<file path="config.mk">
export PLATFORM = sky130hd
export DESIGN_NAME = fir_rns_sequencer
export DESIGN_NICKNAME = d
export VERILOG_FILES = /design/src/rtl/rns_pkg.sv /design/src/rtl/fir_rns_sequencer.sv
export SDC_FILE = /design/constraint.sdc
export NUM_CORES = 1
export LEC_CHECK = 0
export CORE_ASPECT_RATIO = 0.7
export CORE_MARGIN = 2
export CORE_UTILIZATION = 42
export CTS_BUF_LIST = sky130_fd_sc_hd__clkbuf_4 sky130_fd_sc_hd__clkbuf_8
export DETAILED_ROUTE_END_ITERATION = 10
export PLACE_DENSITY = 0.95
export SLEW_MARGIN = 20
export SYNTH_ARGS = -nofsm -noshare
export SYNTH_HDL_FRONTEND = slang
export SYNTH_SLANG_ARGS = --single-unit
</file>
<file path="constraint.sdc">
create_clock -name clk -period 2.7 [get_ports clk]
set_input_delay 0.675 -clock clk [delete_from_list [all_inputs] [get_ports clk]]
set_output_delay 0.675 -clock clk [all_outputs]
set_load 0.005 [all_outputs]
</file>
<file path="src/rtl/rns_pkg.sv">
// Shared RNS definitions for the FIR datapath and its sequencer: residue moduli,
// the filter operation encoding and the packed four-residue word type.
package rns_pkg;

  // Residue moduli, one per 8-bit lane of an RNS word {r3,r2,r1,r0}
  localparam int unsigned B0 = 251;
  localparam int unsigned B1 = 241;
  localparam int unsigned B2 = 239;
  localparam int unsigned B3 = 233;

  typedef enum logic [1:0] {
    OP_NONE    = 2'b00,
    OP_LOAD    = 2'b01,
    OP_COMPUTE = 2'b10,
    OP_READ    = 2'b11
  } op_e;

  typedef logic [31:0] rns_word_t;

endpackage

</file>
<file path="src/rtl/fir_rns_sequencer.sv">
// Frame controller for one fir_rns instance: clear, load SIGNAL_LEN samples,
// compute until the filter reports done, then drain the results to a
// valid/ready sink. Optional compute watchdog enabled by FIR_SEQ_TIMEOUT_EN.
module fir_rns_sequencer
  import rns_pkg::*;
#(
  parameter int TAPS        = 100,
  parameter int SIGNAL_LEN  = 1000,
  parameter int TIMEOUT_CYC = SIGNAL_LEN*(TAPS+1)+16
) (
  input  logic        clk,
  input  logic        reset,
  input  logic        start,
  input  logic        in_valid,
  output logic        in_ready,
  input  logic [31:0] in_data,
  output logic        out_valid,
  input  logic        out_ready,
  output logic [31:0] out_data,
  output logic        out_last,
  output logic        busy,
  output logic        frame_done,
  output logic        err,
  output logic        fir_reset,
  output logic [1:0]  fir_operation,
  output logic [31:0] fir_addr,
  output logic [31:0] fir_x_rns,
  input  logic [31:0] fir_y_rns,
  input  logic        fir_done
);

  localparam int CW = $clog2(SIGNAL_LEN+1);
  localparam logic [CW-1:0] LEN_W  = CW'(SIGNAL_LEN);
  localparam logic [CW-1:0] LAST_W = CW'(SIGNAL_LEN-1);

  typedef enum logic [2:0] {
    IDLE,
    CLEAR,
    LOAD,
    COMPUTE,
    READ
`ifdef FIR_SEQ_TIMEOUT_EN
    , ERROR
`endif
  } state_e;

  state_e          state_reg;
  logic [CW-1:0]   wr_cnt_reg;
  logic [CW-1:0]   rd_cnt_reg;
  logic            inflight_reg;
  logic            load_hs;
  logic            rd_issue;
  op_e             op_next;

`ifdef FIR_SEQ_TIMEOUT_EN
  localparam int WDW = $clog2(TIMEOUT_CYC+1);
  localparam logic [WDW-1:0] WD_LIMIT = WDW'(TIMEOUT_CYC);
  logic [WDW-1:0]  wd_cnt_reg;
`endif

  // Filter length and watchdog limit only shape the default/optional watchdog
  logic unused_cfg;
  assign unused_cfg = TAPS[0] ^ TIMEOUT_CYC[0];

  assign load_hs  = (state_reg == LOAD) && in_valid && in_ready;
  assign rd_issue = (state_reg == READ) && (rd_cnt_reg < LEN_W) && !inflight_reg
                    && (!out_valid || out_ready);
  assign busy      = (state_reg != IDLE);
  assign fir_reset = reset || (state_reg == CLEAR);
  assign fir_operation = op_next;

  // Filter command decode: operation, address and write data follow state/counters
  always_comb begin
    op_next   = OP_NONE;
    fir_addr  = '0;
    fir_x_rns = '0;
    case (state_reg)
      LOAD: begin
        if (load_hs) begin
          op_next   = OP_LOAD;
          fir_addr  = 32'(wr_cnt_reg);
          fir_x_rns = in_data;
        end
      end
      COMPUTE: op_next = OP_COMPUTE;
      READ: begin
        if (rd_issue) begin
          op_next  = OP_READ;
          fir_addr = 32'(rd_cnt_reg);
        end
      end
      default: ;
    endcase
  end

  // Frame FSM with load/read counters and registered stream outputs
  always_ff @(posedge clk) begin
    if (reset) begin
      state_reg    <= IDLE;
      wr_cnt_reg   <= '0;
      rd_cnt_reg   <= '0;
      inflight_reg <= 1'b0;
      in_ready     <= 1'b0;
      out_valid    <= 1'b0;
      out_last     <= 1'b0;
      out_data     <= '0;
      frame_done   <= 1'b0;
      err          <= 1'b0;
`ifdef FIR_SEQ_TIMEOUT_EN
      wd_cnt_reg   <= '0;
`endif
    end else begin
      frame_done <= 1'b0;
      case (state_reg)
        IDLE: begin
          if (start) state_reg <= CLEAR;
        end
        CLEAR: begin
          state_reg  <= LOAD;
          wr_cnt_reg <= '0;
          in_ready   <= 1'b1;
        end
        LOAD: begin
          if (load_hs) begin
            wr_cnt_reg <= wr_cnt_reg + CW'(1);
            if (wr_cnt_reg == LAST_W) begin
              in_ready  <= 1'b0;
              state_reg <= COMPUTE;
`ifdef FIR_SEQ_TIMEOUT_EN
              wd_cnt_reg <= '0;
`endif
            end
          end
        end
        COMPUTE: begin
          if (fir_done) begin
            state_reg    <= READ;
            rd_cnt_reg   <= '0;
            inflight_reg <= 1'b0;
          end
`ifdef FIR_SEQ_TIMEOUT_EN
          else if (wd_cnt_reg + WDW'(1) == WD_LIMIT) begin
            state_reg <= ERROR;
            err       <= 1'b1;
          end else begin
            wd_cnt_reg <= wd_cnt_reg + WDW'(1);
          end
`endif
        end
        READ: begin
          // Retire the current output; the last one closes the frame
          if (out_valid && out_ready) begin
            out_valid <= 1'b0;
            out_last  <= 1'b0;
            if (out_last) begin
              state_reg  <= IDLE;
              frame_done <= 1'b1;
            end
          end
          // Read data arrives one cycle after the issue; rd_cnt already points past it
          if (inflight_reg) begin
            out_data     <= fir_y_rns;
            out_valid    <= 1'b1;
            out_last     <= (rd_cnt_reg == LEN_W);
            inflight_reg <= 1'b0;
          end
          if (rd_issue) begin
            rd_cnt_reg   <= rd_cnt_reg + CW'(1);
            inflight_reg <= 1'b1;
          end
        end
        default: ;
      endcase
    end
  end

endmodule
</file>
* Word-level counts from Yosys, hierarchy flattened
Cells that the tools add are included.
** Storage, ports and cells
- Logic and storage cells :: 81
- Register bits :: 60
- Input bits :: 70
** Operators by class
- $add $sub $neg :: 2
- Bitwise gates (word level) :: 2
- Muxes and demuxes :: 30
- Eq/ne operators :: 13
- Reduce and logical (&&, ||, !) cells :: 24
- $lt $le $gt $ge :: 1
** Operators by type and width (number)
- $mux W32 :: 2
- $pmux W10 S2 :: 3
- $mux W10 :: 5
- $add A10 B1 Y10 const B :: 2
- $eq A10 B10 Y1 const B :: 2
- $mux W3 :: 6
- $pmux W3 S5 :: 1
- $lt A10 B10 Y1 const B :: 1
- $ne A2 B2 Y1 const B :: 5
- $mux W1 :: 9
- $reduce_and A2 Y1 :: 4
- $reduce_and A7 Y1 :: 1
- $eq A3 B2 Y1 const B :: 2
- $logic_and A1 B1 Y1 :: 6
- $pmux W2 S3 :: 1
- $reduce_and A3 Y1 :: 2
- $reduce_bool A2 Y1 :: 3
- $reduce_bool A5 Y1 :: 1
- $ne A2 B1 Y1 const B :: 2
- $pmux W1 S2 :: 2
- $eq A3 B1 Y1 const B :: 1
- $eq A3 B3 Y1 const B :: 1
- $logic_not A3 Y1 :: 1
- $reduce_bool A3 Y1 :: 1
- 5 further kinds :: 8

* Longest topological paths before layout
- Depth in word-level cells :: 6
- Gate-level depth with buffers :: 7

* Worst setup path before layout
Ideal clock, no wire load.
- Path type :: input -> output
- Start point :: input port out_ready
- End point :: output port fir_addr[0]
- Arrival time :: 1.551 ns
- Data required time :: 2.025 ns
- Slack :: 0.474 ns
- Stages on the path :: 5
- Cell sequence :: nand2b_1 > nand4b_4 > or2_1 > buf_4 > o21ai_0
** Between the ends
- Longest elaborated chain between the ends :: 4
** Ends and longest elaborated chain
- start, declared :: line fir_rns_sequencer.sv:18 : input logic out_ready,
- $logic_or A1 B1 Y1 :: line fir_rns_sequencer.sv:67 : && (!out_valid || out_ready);
- $logic_and A1 B1 Y1 :: line fir_rns_sequencer.sv:67
- $mux W10 :: line fir_rns_sequencer.sv:87 : if (rd_issue) begin
- $pmux W10 S2 :: line fir_rns_sequencer.sv:77 : case (state_reg)
- end, declared :: line fir_rns_sequencer.sv:26 : output logic [31:0] fir_addr,
Every way passes these cells.

* Worst setup path after layout
- Start point :: input port out_ready
- End point :: output port fir_addr[7]
Same word-level chain as after synthesis.

==> reports/summary.txt <==
status: finished, final reports clean
CP Capture Type: output port
Ports: 175
vias per cell: 4.94
Overall Power: 2.00 mW
synth top area cells: dfxtp_1 (40%), nand2_1 (10%), a21oi_1 (7.3%)
TritonCTS clock tree: built
DP Worst Slack: -0.502 ns
largest net degree at the start of global routing: 49
area grow syn2layout: 64.6%
Chip Width: 105 µm
num rows: 25
Routed WL: 9510 µm
Mapped Avg Cell Area: 7.88 µm²
post-place instance area: 4600 µm²
PnR worst setup slack: 0.0565 ns
count of final hold-check violations: 0
Yosys cell types: 43
Final TNS setup: 0 ns
most frequent cells in the layout: clkdlybuf4s50_1 (104), nand2_1 (82), dfxtp_1 (57)
EDFF count, synth: 0
Starting Density: 44.0%
crit path time final: 2.64 ns
Worst-Skew Late Latency: 0.34 ns
area leader, netlist: dfxtp_1
Startpoint Class: input pin
die area: 7890 µm²
first-pass GRT wire length: 14800 µm
warnings from Yosys: 0
Max FO, Critical Path: 6
WL/cell: 14.6 µm
max reg flops: 32
PD cells: 403 nW/µm²
grt ovf: 0
max_cap viols: 0
Hold WS: 0.455 ns
Peak VDD IR: 296 µV
Final HPWL DP: 6840 µm
IO Port Bufs: 151
worst path arrival time: 1.97 ns
FF+latch count, synth: 60
setup violators final: 0
Reg clk slew, reported paths: 0.07 ns
Max Clock Skew: 0.00682 ns
Synth async-reset ratio: 0%
GR Util All Layers: 23.8%
ant diodes: 0
nets: 626
vias post-DR: 3222
# DRC: 0
1st-iter DRT viols: 207
post-synthesis sequential area ratio: 39.8%
layout cell share with drive strength beyond 1: 11.8%
H-tree levels: 3
Routed Antenna Nets: 0
clock sinks: 60
deepest clock path buffer count: 2
commonest non-fill, non-tap cell in the layout: clkdlybuf4s50_1
WHS Path Cells: 2
CTS buffer count: 9
Main synth FF type: dfxtp_1
cts hold-fix bufs: 0
max frequency: 0.378 GHz
Hold WC Path Type: register to register
Mapped Cells: 383
RD Place Congestion: 0.924
Die H: 74.9 µm
Slew Viols, Final: 0
Worst EP required: 2.03 ns
vias in the first global route: 3070
Final Cycle Share: 97.9%
antenna violations before repair: 0
Pleak: 2.09 nW
DRT Pass-1 Iters: 4
cell area after layout: 4960 µm²
Setup CP Type: input pin to output port
cell area after synthesis: 3020 µm²
Core ar.: 6850 µm²
fin cells: 652
root buffer cell: clkbuf_8
Synth top area share: 39.8%
r2r worst-path depth: 9
Placed Instances: 624
Finished Core Util: 72.5%
[path summary, 6_finish.rpt]
check	end	start	slack (ns)
max	fir_addr[7]	out_ready	0.06
min	out_data[16]$_SDFFE_PP0P_	out_data[16]$_SDFFE_PP0P_	0.46
max reg2reg	rd_cnt_reg[2]$_SDFFE_PP0P_	rd_cnt_reg[6]$_SDFFE_PP0P_	0.94
min reg2reg	out_data[16]$_SDFFE_PP0P_	out_data[16]$_SDFFE_PP0P_	0.46
[cells in the mapped netlist, drive strengths merged, types with 2 or more instances]
master	instances
nand2	82
a21oi	45
xnor2	6
nor2	25
ha	3
or2	2
nor4	2
clkbuf	13
buf	32
nand3	10
and4	2
and3	5
nor3b	2
nand4b	2
nor3	6
nand2b	4
a211oi	3
inv	5
o21bai	2
o21ai	7
xor2	6
a22o	7
dfxtp	60
and2	33
nand4	10
[cell families (layout without fill, tap and decap cells)]
logic type / count (synthesis) / after routing / synth area share (%)
AO/OA/AOI/OAI: 66 / 66 / 12.7
XOR/XNOR: 12 / 12 / 3.48
adder cells (fa/ha/maj): 3 / 3 / 1.24
buffers and inverters: 50 / 203 / 9.79
flip-flops: 60 / 60 / 39.8
multiplexers: 1 / 1 / 0.332
other: 1 / 23 / 0.124
AND/OR/NAND/NOR: 190 / 190 / 32.5
[where the power goes]
part / leakage (nW) / total [mW] / internal [mW] / switching [mW]
registers: 0.485 / 0.901 / 0.890 / 0.0107
clock network: 0.113 / 0.908 / 0.544 / 0.363
logic: 1.49 / 0.194 / 0.124 / 0.0700
total: 2.09 / 2.00 / 1.56 / 0.444
[critical path, cell delays in order]
cell and delay (ns):
clkdlybuf4s15_2 0.22, nand2b_4 0.16, nand4b_4 0.11, nor2_1 0.05
buf_4 0.15, buf_4 0.13, a22o_1 0.22, dlygate4sd2_1 0.26
[layer usage]
layer | track usage [%] | up-vias | wire (µm)
met1 | 29.3 | 1475 | 4000
met2 | 41.1 | 158 | 4470
li1 | - | 1571 | -
met4 | 6.96 | 0 | 157
met3 | 7.45 | 18 | 882
met5 | 0 | - | 0
[timing repair]
item | CTS | global route
hold endpoints to repair | 0 | 0
gates resized for setup | 57 | 5
setup endpoints to repair | 45 | 5
buffers inserted | 10 | 0
pin swaps | 3 | 2
gates cloned | 2 | 0
[layout make-up]
cell class | count | area, µm²
repair buffers | 182 | 1780
well taps | 94 | 118
clock inverters | 6 | 86.3
multi-input cells | 295 | 1620
clock buffers | 10 | 138
fillers | 506 | 1890
flip-flops and latches | 60 | 1200
inverters | 5 | 18.8
Power figures use the tool's default switching activity.
==> edit (config.mk and constraints unchanged) <==
Add a define of `FIR_SEQ_TIMEOUT_EN`.
--- a/src/rtl/fir_rns_sequencer.sv
+++ b/src/rtl/fir_rns_sequencer.sv
@@ -2,4 +2,6 @@
 // compute until the filter reports done, then drain the results to a
 // valid/ready sink. Optional compute watchdog enabled by FIR_SEQ_TIMEOUT_EN.
+`define FIR_SEQ_TIMEOUT_EN
+
 module fir_rns_sequencer
   import rns_pkg::*;
Function: same outputs for any inputs over 10 cycles, from zero or initial values and one cycle with reset high; that may be too few to reach the edited logic, so the function may still have changed.
==> edit against the original RTL <==
- the run now ends with setup timing left
- sequential share of layout area up 0.21 points
- final area up 29%
- power up 27%
- sequential cell count up 18
- sequential power up 31%
- cell count up 31%
- register-to-register slack worse by 0.73 ns
- synthesized area up 41%
- critical path depth down 1
- routed wire length up 35%
- worst setup slack worse by 0.11 ns
==> edit: results (changes against the original RTL) <==
Status:
- The final reports fail on setup timing.
- Result of the run: complete, but fails checks (was completed).

STA:
- The least setup slack across all paths after layout is -0.0540 ns (was 0.0565 ns).
- The count of final setup violators is 8 (was 0).

Placement:
- The final weighted congestion in routability-driven placement came to 0.887 (was 0.924).
- The count of buffers inserted at the top-level ports is 152 (was 151).
- The post-DP HPWL is 9.27 mm (was 6.84 mm).
- The instance area at placement came to 0.00595 sq mm (was 0.00460 sq mm).

Critical path:
- The launching point of the worst reg2reg path is state_reg[2]$_SDFFE_PP0P_ (was rd_cnt_reg[6]$_SDFFE_PP0P_).
- The setup slack of the worst register-to-register path came to 0.21 ns (was 0.94 ns).
- The critical path capture point is fir_x_rns[14] (was fir_addr[7]).
- The element type at the critical path start is a register (was primary input).
- The delay of the slowest critical-path stage is 0.50 ns (was 0.26 ns).
- The highest net fanout along the worst path is 10 (was 6).

Worst hold path:
- The hold path startpoint was out_data[3]$_SDFFE_PP0P_ (was out_data[16]$_SDFFE_PP0P_).
- The capture endpoint of the worst hold path is out_data[3]$_SDFFE_PP0P_ (was out_data[16]$_SDFFE_PP0P_).

Layout:
- The layout buffer count excluding clock buffers is 200 (was 182).
- The fraction of standard cell area that is sequential is 24.5% (was 24.3%).
- The count of multi-input gates came to 418 (was 295).
- The finished layout cell area is 0.00641 sq mm (was 0.00496 sq mm).
- The clock network area share is 3.51% (was 4.51%).

Synthesis:
- Commonest cells in the netlist: sky130_fd_sc_hd__nand2_1, sky130_fd_sc_hd__dfxtp_1, sky130_fd_sc_hd__a21oi_1 (unchanged).
- The complex-gate fraction of the synthesized area is 17.7% (was 12.7%).
- The number of different library cells in the post-synthesis netlist is 59 (was 43).
- Leading post-synthesis cells by cell area: sky130_fd_sc_hd__dfxtp_1, sky130_fd_sc_hd__nand2_1, sky130_fd_sc_hd__a21oi_1 (unchanged).
- The synthesized-area fraction occupied by xor and xnor cells is 3.92% (was 3.48%).
- The number of instances in the synthesized netlist is 544 (was 383).

Power and ir drop:
- The power spent charging and discharging nets is 0.000633 W (was 0.000444 W).
- The sequential share of power came to 46.3% (was 45.0%).
- The worst supply voltage drop on vdd is 0.294 mV (was 0.296 mV).

Global routing:
- The fraction of met1 tracks used by global routing came to 29.5% (was 29.3%).
- The met2 track demand over resource was 37.8% (was 41.1%).
- The pin count of the biggest net entering global routing is 55 (was 49).
- The wire length of the first global-routing pass is 20.5 mm (was 14.8 mm).
- The overall global routing resource usage was 22.9% (was 23.8%).

Routing:
- The detail-routed net length per standard cell is 15.1 um (was 14.6 um).
- The first-pass iteration count of the detailed router is 5 (was 4).
edit: cell types whose count changed in the layout (fill, tap and decap cells not counted), moves of 5 or more:
cell	before	now
sky130_fd_sc_hd__a21oi_1	44	53
sky130_fd_sc_hd__buf_4	25	43
sky130_fd_sc_hd__clkdlybuf4s50_1	104	112
sky130_fd_sc_hd__dfxtp_1	57	73
sky130_fd_sc_hd__dlygate4sd2_1	41	11
sky130_fd_sc_hd__dlymetal6s2s_1	2	21
sky130_fd_sc_hd__inv_1	5	12
sky130_fd_sc_hd__nand2_1	82	103
sky130_fd_sc_hd__nand3_1	10	18
sky130_fd_sc_hd__nor2_1	22	40
sky130_fd_sc_hd__o31ai_1	0	5
sky130_fd_sc_hd__xor2_1	6	12
edit: metal layers:
| layer | up-vias | wire [um] |
|---|---|---|
| met2 | 278 | 5800 |
| met5 | - | 0 |
| li1 | 2170 | - |
| met3 | 21 | 1340 |
| met4 | 0 | 188 |
| met1 | 2078 | 5550 |
